[config.mk]
export PLATFORM = sky130hd
export DESIGN_NAME = dda_axis_stepper
export DESIGN_NICKNAME = d
export VERILOG_FILES = /design/src/rtl/dda_axis_stepper.sv
export SDC_FILE = /design/constraint.sdc
export NUM_CORES = 1
export LEC_CHECK = 0
export ABC_AREA = 1
export CORE_ASPECT_RATIO = 0.7
export CORE_MARGIN = 4
export CORE_UTILIZATION = 45
export CTS_CLUSTER_DIAMETER = 50
export DETAILED_ROUTE_END_ITERATION = 7
export PLACE_DENSITY = 0.73
export SLEW_MARGIN = 40
export SYNTH_ARGS = -nofsm -noshare
export SYNTH_HDL_FRONTEND = slang
export SYNTH_SLANG_ARGS = --single-unit
[constraint.sdc]
create_clock -name clk -period 3.5 [get_ports clk]
set_clock_uncertainty 0.1 [all_clocks]
set_input_delay 0.7 -clock clk [delete_from_list [all_inputs] [get_ports clk]]
set_output_delay 0.7 -clock clk [all_outputs]
set_load 0.02 [all_outputs]
[src/rtl/dda_axis_stepper.sv]
// Per-axis DDA step generator: latches per-slot increment/acceleration/direction on load,
// accumulates phase on each DDA tick, and emits fixed-width step pulses with position tracking.
module dda_axis_stepper #(
    parameter int buffer_bits  = 2,
    parameter int buffer_size  = 4,
    parameter int inc_bits     = 32,
    parameter int pos_bits     = 32,
    parameter int pulse_cycles = 8
) (
    input  logic                            clk,
    input  logic                            reset,
    input  logic                            enable,
    input  logic                            dda_tick,
    input  logic                            loading_move,
    input  logic                            executing_move,
    input  logic [buffer_bits-1:0]          moveind,
    input  logic [buffer_size*inc_bits-1:0] increment,
    input  logic [buffer_size*inc_bits-1:0] incrementincrement,
    input  logic [buffer_size-1:0]          direction,
    output logic                            step,
    output logic                            dir,
    output logic [pos_bits-1:0]             position,
    output logic                            step_overrun
);

    localparam int cnt_bits = $clog2(pulse_cycles + 1);
    localparam logic [cnt_bits-1:0] pulse_load = cnt_bits'(pulse_cycles);
    localparam logic [cnt_bits-1:0] cnt_one    = cnt_bits'(1);
    localparam logic [pos_bits-1:0] pos_one    = pos_bits'(1);

    logic [1:0]            tick_hist_q, tick_hist_d;
    logic [inc_bits-1:0]   acc_q, acc_d;
    logic [inc_bits-1:0]   inc_q, inc_d;
    logic [inc_bits-1:0]   accel_q, accel_d;
    logic                  dir_q, dir_d;
    logic [pos_bits-1:0]   pos_q, pos_d;
    logic [cnt_bits-1:0]   cnt_q, cnt_d;
    logic                  step_q, step_d;
    logic                  overrun_q, overrun_d;

    logic                  tick_edge_s;
    logic                  step_evt_s;
    logic [inc_bits:0]     sum_s;
    logic [inc_bits+1:0]   inc_next_s;
    int                    slot_base_s;

    // Next-state logic: load latching, tick-driven phase/rate update, position and pulse timing
    always_comb begin
        tick_hist_d = {tick_hist_q[0], dda_tick};
        tick_edge_s = (tick_hist_q == 2'b01);
        slot_base_s = int'(moveind) * inc_bits;
        sum_s       = {1'b0, acc_q} + {1'b0, inc_q};
        // Rate update is a signed add of unsigned rate and signed accel, two guard bits wide
        inc_next_s  = $signed({2'b00, inc_q}) + $signed({{2{accel_q[inc_bits-1]}}, accel_q});

        acc_d       = acc_q;
        inc_d       = inc_q;
        accel_d     = accel_q;
        dir_d       = dir_q;
        pos_d       = pos_q;
        cnt_d       = cnt_q;
        overrun_d   = overrun_q;
        step_evt_s  = 1'b0;

        if (loading_move) begin
            inc_d   = increment[slot_base_s +: inc_bits];
            accel_d = incrementincrement[slot_base_s +: inc_bits];
            dir_d   = direction[moveind];
        end else if (tick_edge_s && executing_move && enable) begin
            acc_d      = sum_s[inc_bits-1:0];
            step_evt_s = sum_s[inc_bits];
            if (inc_next_s[inc_bits+1]) begin
                inc_d = {inc_bits{1'b0}};
            end else if (inc_next_s[inc_bits]) begin
                inc_d = {inc_bits{1'b1}};
            end else begin
                inc_d = inc_next_s[inc_bits-1:0];
            end
        end else begin
            acc_d = acc_q;
        end

        if (step_evt_s) begin
            if (dir_q) begin
                pos_d = pos_q + pos_one;
            end else begin
                pos_d = pos_q - pos_one;
            end
            if (cnt_q != {cnt_bits{1'b0}}) begin
                overrun_d = 1'b1;
            end else begin
                overrun_d = overrun_q;
            end
            cnt_d = pulse_load;
        end else if (!enable) begin
            cnt_d = {cnt_bits{1'b0}};
        end else if (cnt_q != {cnt_bits{1'b0}}) begin
            cnt_d = cnt_q - cnt_one;
        end else begin
            cnt_d = cnt_q;
        end

        step_d = (cnt_d != {cnt_bits{1'b0}});
    end

    // State registers with synchronous reset
    always_ff @(posedge clk) begin
        if (reset) begin
            tick_hist_q <= 2'b00;
            acc_q       <= {inc_bits{1'b0}};
            inc_q       <= {inc_bits{1'b0}};
            accel_q     <= {inc_bits{1'b0}};
            dir_q       <= 1'b0;
            pos_q       <= {pos_bits{1'b0}};
            cnt_q       <= {cnt_bits{1'b0}};
            step_q      <= 1'b0;
            overrun_q   <= 1'b0;
        end else begin
            tick_hist_q <= tick_hist_d;
            acc_q       <= acc_d;
            inc_q       <= inc_d;
            accel_q     <= accel_d;
            dir_q       <= dir_d;
            pos_q       <= pos_d;
            cnt_q       <= cnt_d;
            step_q      <= step_d;
            overrun_q   <= overrun_d;
        end
    end

    assign step         = step_q;
    assign dir          = dir_q;
    assign position     = pos_q;
    assign step_overrun = overrun_q;

endmodule

==> flow_summary.ini, run 1 <==
[layout]
syn2layout_area_growth_pct = 29.1
drive_gt1_share_pct = 3.75
fin_nets = 2939
final_area_um2 = 17500
num_antenna_cells = 0
layout_common_cells = nand2_1, inv_1, nor2_1
final_common_cell = nand2_1

[critical_path]
r2r_slack_ns = 0.35
cp_max_fo = 17
end_kind = register
cpMostUsedCell = nor2_1
required_ns = 3.74
path_cells = inv_1, buf_4, ha_1, nand2_1, nor2_1, inv_1, nor3_1, nand3_1, nand4_1, nand2_1, nor2_1, nor2_1
crit_type = register to register
critPathTopFamily = simple AND/OR/NAND/NOR gates
crit_slowest_cell = inv_1
critPathLaunchType = register
arrival_ns = 3.39
critPathMaxStageDelay_ns = 0.53
timing.critical_path.buf_inv = 3

[cts]
insertion_delay_ns = 0.45
cts_max_level = 4
post_cts_resized = 0
cts_made_buffers = 17
clk_path_buf_depth = 2
postCtsHoldBufs = 0
cts_sinks = 137
cts_tree = yes
cts_setup_buffers = 0
clk_pin_slew_ns = 0.07
cts_root_buf = clkbuf_16

[drt]
drt-pass1-iter-count = 6
vias = 16066
avgRoutedWirePerCell_um = 17.2
ant_nets = 0
drtIter0Drc = 1573
wirelength_um = 50900
route.detailed.drc = 0
vias_per_cell = 5.42

[job]
maxCapViolCount = 0

[die]
die_h_um = 153
io_pins = 303
chipWidth_um = 215
die-area_um2 = 32900
initial_utilization_pct = 46.2
rows = 52
core-area_um2 = 29300

[synthesis]
syn_area_um2 = 13500
synth_nets = 2681
synthMuxAreaShare_pct = 0
synth_area_leaders = dfxtp_1, nand2_1, inv_1
seq_area_frac_synth_pct = 20.3
yosys.area_share.adder_pct = 9.33
synth_top_family_by_area = simple AND/OR/NAND/NOR gates
synth_edf_count = 0
ys_async_sr_fraction_pct = 0
ys.flop_type = dfxtp_1
ys_ff_latch = 137
yosys_warnings = 0
syn_avg_cell_area_um2 = 5.84
syn_inst = 2314
yosysTopAreaCellShare_pct = 20.3
synth_cell_type_count = 44
synth_compound_area_share_pct = 22.7
yosys.area_share.simple_pct = 32.2
yosysTopAreaCell = dfxtp_1
synth_xor_area_share_pct = 3.30

[hold_path]
worst_hold_path_type = register to register

[timing]
slew_headroom_pct = 48.1
grt_setup_unrepaired = no
period_share_pct = 89.9
min_period_ns = 3.15
worst_pin_slew_ns = 0.770
holdWs_ns = 0.402
setup_violations = 0
slew_viol_final = 0
hold_violations = 0
finalWorstSetupSlack_ns = 0.355
fin_setup_tns_ns = 0
max_freq_mhz = 318

[global_routing]
grt_use_total_pct = 29.5
grt_pass1_wl_um = 78900
gr-total-overflow = 0
grt_pass1_vias = 14303
antenna_found_initial = 0
grt_max_degree = 74

[status]
status = completed

[place]
place_congestion = 1.03
hpwl_um = 40600
io_buffers = 302
dp_slack_ns = 0.479
place_area_um2 = 16900

[power]
ir_worst_vdd_uv = 278
p_leak_nw = 8.54
power_density_nw_per_um2 = 302
==> kinds of logic (layout without fill, tap and decap cells) <==
kind of cell	Yosys count	after routing
buf+inv	422	693
compound gates	542	542
simple gates	1063	1063
xor+xnor	51	51
fa+ha+maj	99	99
flops	137	137
==> sequential cells by signal (all words and copies together), names as in the netlist <==
name	cells
step	1
accel_q	32
cnt_q	4
dir	1
step_overrun	1
acc_q	32
position	32
inc_q	32
tick_hist_q	2
==> stage by stage <==
stage          util, %  cells  power [mW]
2_1_floorplan        -   2314        2.72
3_3_place_gp      57.6   2931        3.33
3_5_place_dp      57.6   2931        3.35
4_1_cts           59.6   2963        5.28
5_1_grt           59.6   2963        5.56
6_report          59.6   2963        5.27
==> cell usage after synthesis (15+ instances only) <==
cell and n:
a21oi_1 191, a32o_1 31, buf_2 15, clkbuf_1 63
dfxtp_1 137, ha_1 96, inv_1 325, nand2_1 564
nand3_1 122, nor2_1 304, nor3_1 19, o21a_1 19
o21ai_0 223, o21bai_1 18, o22ai_1 33, xor2_1 40
==> final cells by class <==
class                      count  area, µm²
fill                        2893      11800
multi-input combinational   1755       9140
timing repair buffer         327       3250
sequential                   137       2740
inverter                     334       1260
tap                          378        473
clock buffer                  18        439
clock inverter                14        161
==> where the power goes <==
part	total (mW)	leakage [nW]	internal [mW]	switching [mW]
Sequential	1.73	1.12	1.65	0.0805
Combinational	1.63	7.13	0.712	0.913
Clock	1.92	0.290	1.09	0.830
==> final timing paths <==
check	to	from	cells past startpoint
max	position[25]	dir	12
max reg2reg	position[25]	dir	12
min reg2reg	step_overrun	step_overrun	1
min	step_overrun	step_overrun	1
==> metal layers <==
layer | up-vias | wire length [µm] | share of wire (%) | track usage (%)
met5 | - | 80 | 0.16 | 1.74
met4 | 2 | 680 | 1.3 | 5.46
met3 | 52 | 5020 | 9.9 | 8.22
met2 | 660 | 20100 | 40 | 41.4
met1 | 7274 | 25000 | 49 | 44.8
li1 | 8078 | - | - | -
Power figures use the tool's default switching activity.
==> run 2: changes to the inputs <==
Settings changed: CORE_MARGIN 4 to default, PLACE_DENSITY 0.73 to default, PLACE_DENSITY_LB_ADDON from default to 0.3.
==> run 2 against run 1 <==
Critical path depth increased by 1; wire length fell by 1.9%; clock power about the same; combinational power about the same; sequential power barely moved; die area is 6.6% lower; cell area is essentially flat; non-clock buffer count down 1; sequential cell count unchanged.
==> flow_summary.ini, run 2 (synthesized netlist as in run 1, its figures left out) <==
[status]
status = completed

[layout]
multiInputGateArea_um2 = 9140
syn2layout_area_growth_pct = 29.1
drive_gt1_share_pct = 3.72
final-seq-area_um2 = 2740
final_common_cell = nand2_1
n_fill_cell = 2906
num_antenna_cells = 0
fin_nets = 2938
layout_common_cells = nand2_1, inv_1, nor2_1

[timing]
setup_violations = 0
fin_setup_tns_ns = 0
holdWs_ns = 0.382
hold_violations = 0
worst_pin_slew_ns = 0.824
slew_headroom_pct = 44.5
period_share_pct = 94.0
min_period_ns = 3.29
max_freq_mhz = 304
slew_viol_final = 0
grt_setup_unrepaired = no

[critical_path]
critPathLaunchType = register
reg2reg_depth = 13
required_ns = 3.76
end_kind = register
arrival_ns = 3.55
crit_type = register to register
cp_max_fo = 17

[drt]
wirelength_um = 49900
drt-pass1-iter-count = 6
vias_per_cell = 5.34
ant_nets = 0
avgRoutedWirePerCell_um = 16.9
route.detailed.drc = 0
drtIter0Drc = 1653
vias = 15806

[cts]
post_cts_resized = 0
clk_pin_slew_ns = 0.07
postCtsHoldBufs = 0
clk_path_buf_depth = 2
cts_root_buf = clkbuf_16
cts_max_level = 4
cts_tree = yes
cts_setup_buffers = 0
cts_sinks = 137
cts_made_buffers = 17
insertion_delay_ns = 0.46

[die]
die-area_um2 = 30800
io_pins = 303
core-area_um2 = 29200
rows = 52
die_h_um = 147
chipWidth_um = 209
initial_utilization_pct = 46.3

[job]
maxCapViolCount = 0

[hold_path]
worst_hold_path_type = register to register
hold_depth = 1

[global_routing]
grt_use_total_pct = 31.9
grt_pass1_vias = 14062
antenna_found_initial = 0
grt_max_degree = 105
grt_pass1_wl_um = 77200
gr-total-overflow = 0

[power]
power_density_nw_per_um2 = 303
p_total_mw = 5.29
p_leak_nw = 8.55
ir_worst_vdd_uv = 331

[place]
io_buffers = 302
hpwl_um = 39900
place_congestion = 0.984
-- run 2: final timing paths --
kind | from | end | slack [ns]
worst max-delay path | dir | position[18] | 0.21
worst min-delay path | step_overrun | step_overrun | 0.38
worst max register to register | dir | position[18] | 0.21
worst min register to register | step_overrun | step_overrun | 0.38
-- run 2: cell type report --
type,count,area share (%)
clock buffer,17,2.44
tap,378,2.71
multi-input combinational,1755,52.3
clock inverter,15,1.01
inverter,334,7.18
timing repair buffer,326,18.6
sequential,137,15.7
-- run 2: power by group --
part           switching (mW)  leakage, nW  total, mW  internal, mW
sequential             0.0826         1.12       1.73          1.65
combinational           0.920         7.13       1.63         0.714
clock                   0.845        0.296       1.92          1.08
-- run 2: worst max-delay path, stage by stage, from the launching register on --
cell and delay (ns):
dfxtp_1 0.34, inv_1 0.48, buf_4 0.36, ha_1 0.25
nand2_1 0.08, inv_1 0.12, nand2_1 0.20, nor2_1 0.54
nand3_1 0.21, nand2_1 0.17, xnor2_1 0.14, nand2_1 0.07
nand2_1 0.07, nor2_1 0.04
-- run 2: per-stage QoR --
step | utilization (%) | instances | setup slack (ns) | cell area (µm²)
finish | 59.7 | 2962 | 0.210 | 17500
global route | 59.7 | 2962 | 0.0989 | 17500
CTS | 59.7 | 2962 | 0.451 | 17400
detailed placement | 57.7 | 2930 | 0.472 | 16800
global placement | 57.7 | 2930 | 0.435 | 16800
floorplan | - | 2314 | 0.785 | 13500
-- run 2: per-layer routing --
| layer | up-vias | wire length, µm | global-route usage, % |
|---|---|---|---|
| li1 | 8084 | - | - |
| met1 | 7095 | 25600 | 49.6 |
| met2 | 590 | 19400 | 43.8 |
| met3 | 37 | 4400 | 7.46 |
| met4 | 0 | 532 | 5.81 |
| met5 | - | 0 | 0 |
==> run 3: changes to the inputs <==
Settings changed: SLEW_MARGIN 40 to 25.
==> run 3 against run 2 <==
Critical endpoint unchanged; sequential power barely moved; clock power about the same; largest cell class unchanged; sequential share of layout area barely moved; worst hold slack about the same; critical path type unchanged; non-clock buffer count stayed put; largest power group unchanged.
==> flow_summary.ini, run 3 (synthesized netlist as in run 1, its figures left out) <==
[drt]
route.detailed.drc = 0
ant_nets = 0
avgRoutedWirePerCell_um = 16.9
vias = 15832
drt-pass1-iter-count = 5
vias_per_cell = 5.35
drtIter0Drc = 1650
wirelength_um = 50000

[timing]
min_period_ns = 3.29
fin_setup_tns_ns = 0
holdWs_ns = 0.382
slew_headroom_pct = 34.0
hold_violations = 0
worst_pin_slew_ns = 0.980
slew_viol_final = 0
period_share_pct = 93.9
max_freq_mhz = 304
setup_violations = 0
grt_setup_unrepaired = no

[critical_path]
critPathLaunchType = register
critPathMaxStageDelay_ns = 0.53
arrival_ns = 3.54
path_cells = inv_1, buf_4, ha_1, nand2_1, inv_1, nand2_1, nor2_1, nand3_1, nand2_1, xnor2_1, nand2_1, nand2_1, nor2_1
required_ns = 3.75
cp_max_fo = 17
crit_type = register to register
cpMostUsedCell = nand2_1
crit_slowest_cell = nor2_1
end_kind = register

[die]
initial_utilization_pct = 46.3
die_h_um = 147
core-area_um2 = 29200
die-area_um2 = 30800
rows = 52
io_pins = 303
chipWidth_um = 209

[power]
ir_worst_vdd_uv = 331
power_density_nw_per_um2 = 303
p_total_mw = 5.29
p_leak_nw = 8.55

[place]
place_congestion = 0.984
io_buffers = 302
hpwl_um = 39900
place_inst = 2930
place_area_um2 = 16800

[layout]
n_fill_cell = 2908
drive_gt1_share_pct = 3.72
layout_common_cells = nand2_1, inv_1, nor2_1
num_antenna_cells = 0
final_area_um2 = 17400
final_common_cell = nand2_1
syn2layout_area_growth_pct = 29.1
final_cells = 2962
fin_nets = 2938

[global_routing]
gr-total-overflow = 0
antenna_found_initial = 0
grt_max_degree = 105
grt_pass1_wl_um = 77200
grt_pass1_vias = 14062
grt_use_total_pct = 31.9

[cts]
cts_setup_buffers = 0
cts_root_buf = clkbuf_16
cts_max_level = 4
post_cts_resized = 0
cts_sinks = 137
cts_made_buffers = 17
insertion_delay_ns = 0.45
clk_path_buf_depth = 2
cts_tree = yes
postCtsHoldBufs = 0
clk_pin_slew_ns = 0.07

[job]
maxCapViolCount = 0

[status]
status = completed

[hold_path]
worst_hold_path_type = register to register
==> run 3: changes by cell type in the layout (fill, tap and decap cells not counted) <==
| cell | change |
|---|---|
| buf_6 | -1 |
| buf_4 | +1 |
| o21ai_0 | +1 |
| o21ai_1 | -1 |
==> run 3: area by class of cell <==
| class | count | area [µm²] | area share, % |
|---|---|---|---|
| Inverter | 334 | 1250 | 7.19 |
| Sequential cell | 137 | 2740 | 15.7 |
| Multi-Input combinational cell | 1755 | 9140 | 52.4 |
| Tap cell | 378 | 473 | 2.71 |
| Clock inverter | 15 | 176 | 1.01 |
| Timing Repair Buffer | 326 | 3240 | 18.6 |
| Clock buffer | 17 | 425 | 2.44 |
==> run 3: worst paths after layout <==
path	endpoint	slack (ns)	start	depth (start not counted)
setup / recovery	position[18]	0.21	dir	13
hold reg to reg	step_overrun	0.38	step_overrun	1
hold / removal	step_overrun	0.38	step_overrun	1
setup reg to reg	position[18]	0.21	dir	13
==> run 3: through the flow <==
stage,setup WS (ns),util [%]
floorplan,0.785,-
global placement,0.435,57.7
detailed placement,0.472,57.7
CTS,0.451,59.7
global route,0.0139,59.7
finish,0.212,59.7
==> run 3: critical path: cells and delay by family (launching register included) <==
kind / cells / cell delay, ns
simple gates: 8 / 1.39
buf+inv: 3 / 0.98
flops: 1 / 0.34
fa+ha+maj: 1 / 0.25
xor+xnor: 1 / 0.14
==> run 3: metal layers <==
metal	GRT usage [%]	wire length, µm	part of all wire (%)
met1	49.6	25600	51
met2	43.8	19500	39
met3	7.46	4370	8.7
met4	5.81	492	0.98
met5	0	0	0
==> run 3: report_power, final <==
| part | switching (mW) | internal [mW] |
|---|---|---|
| Clock | 0.846 | 1.08 |
| Combinational | 0.920 | 0.713 |
| Sequential | 0.0825 | 1.65 |
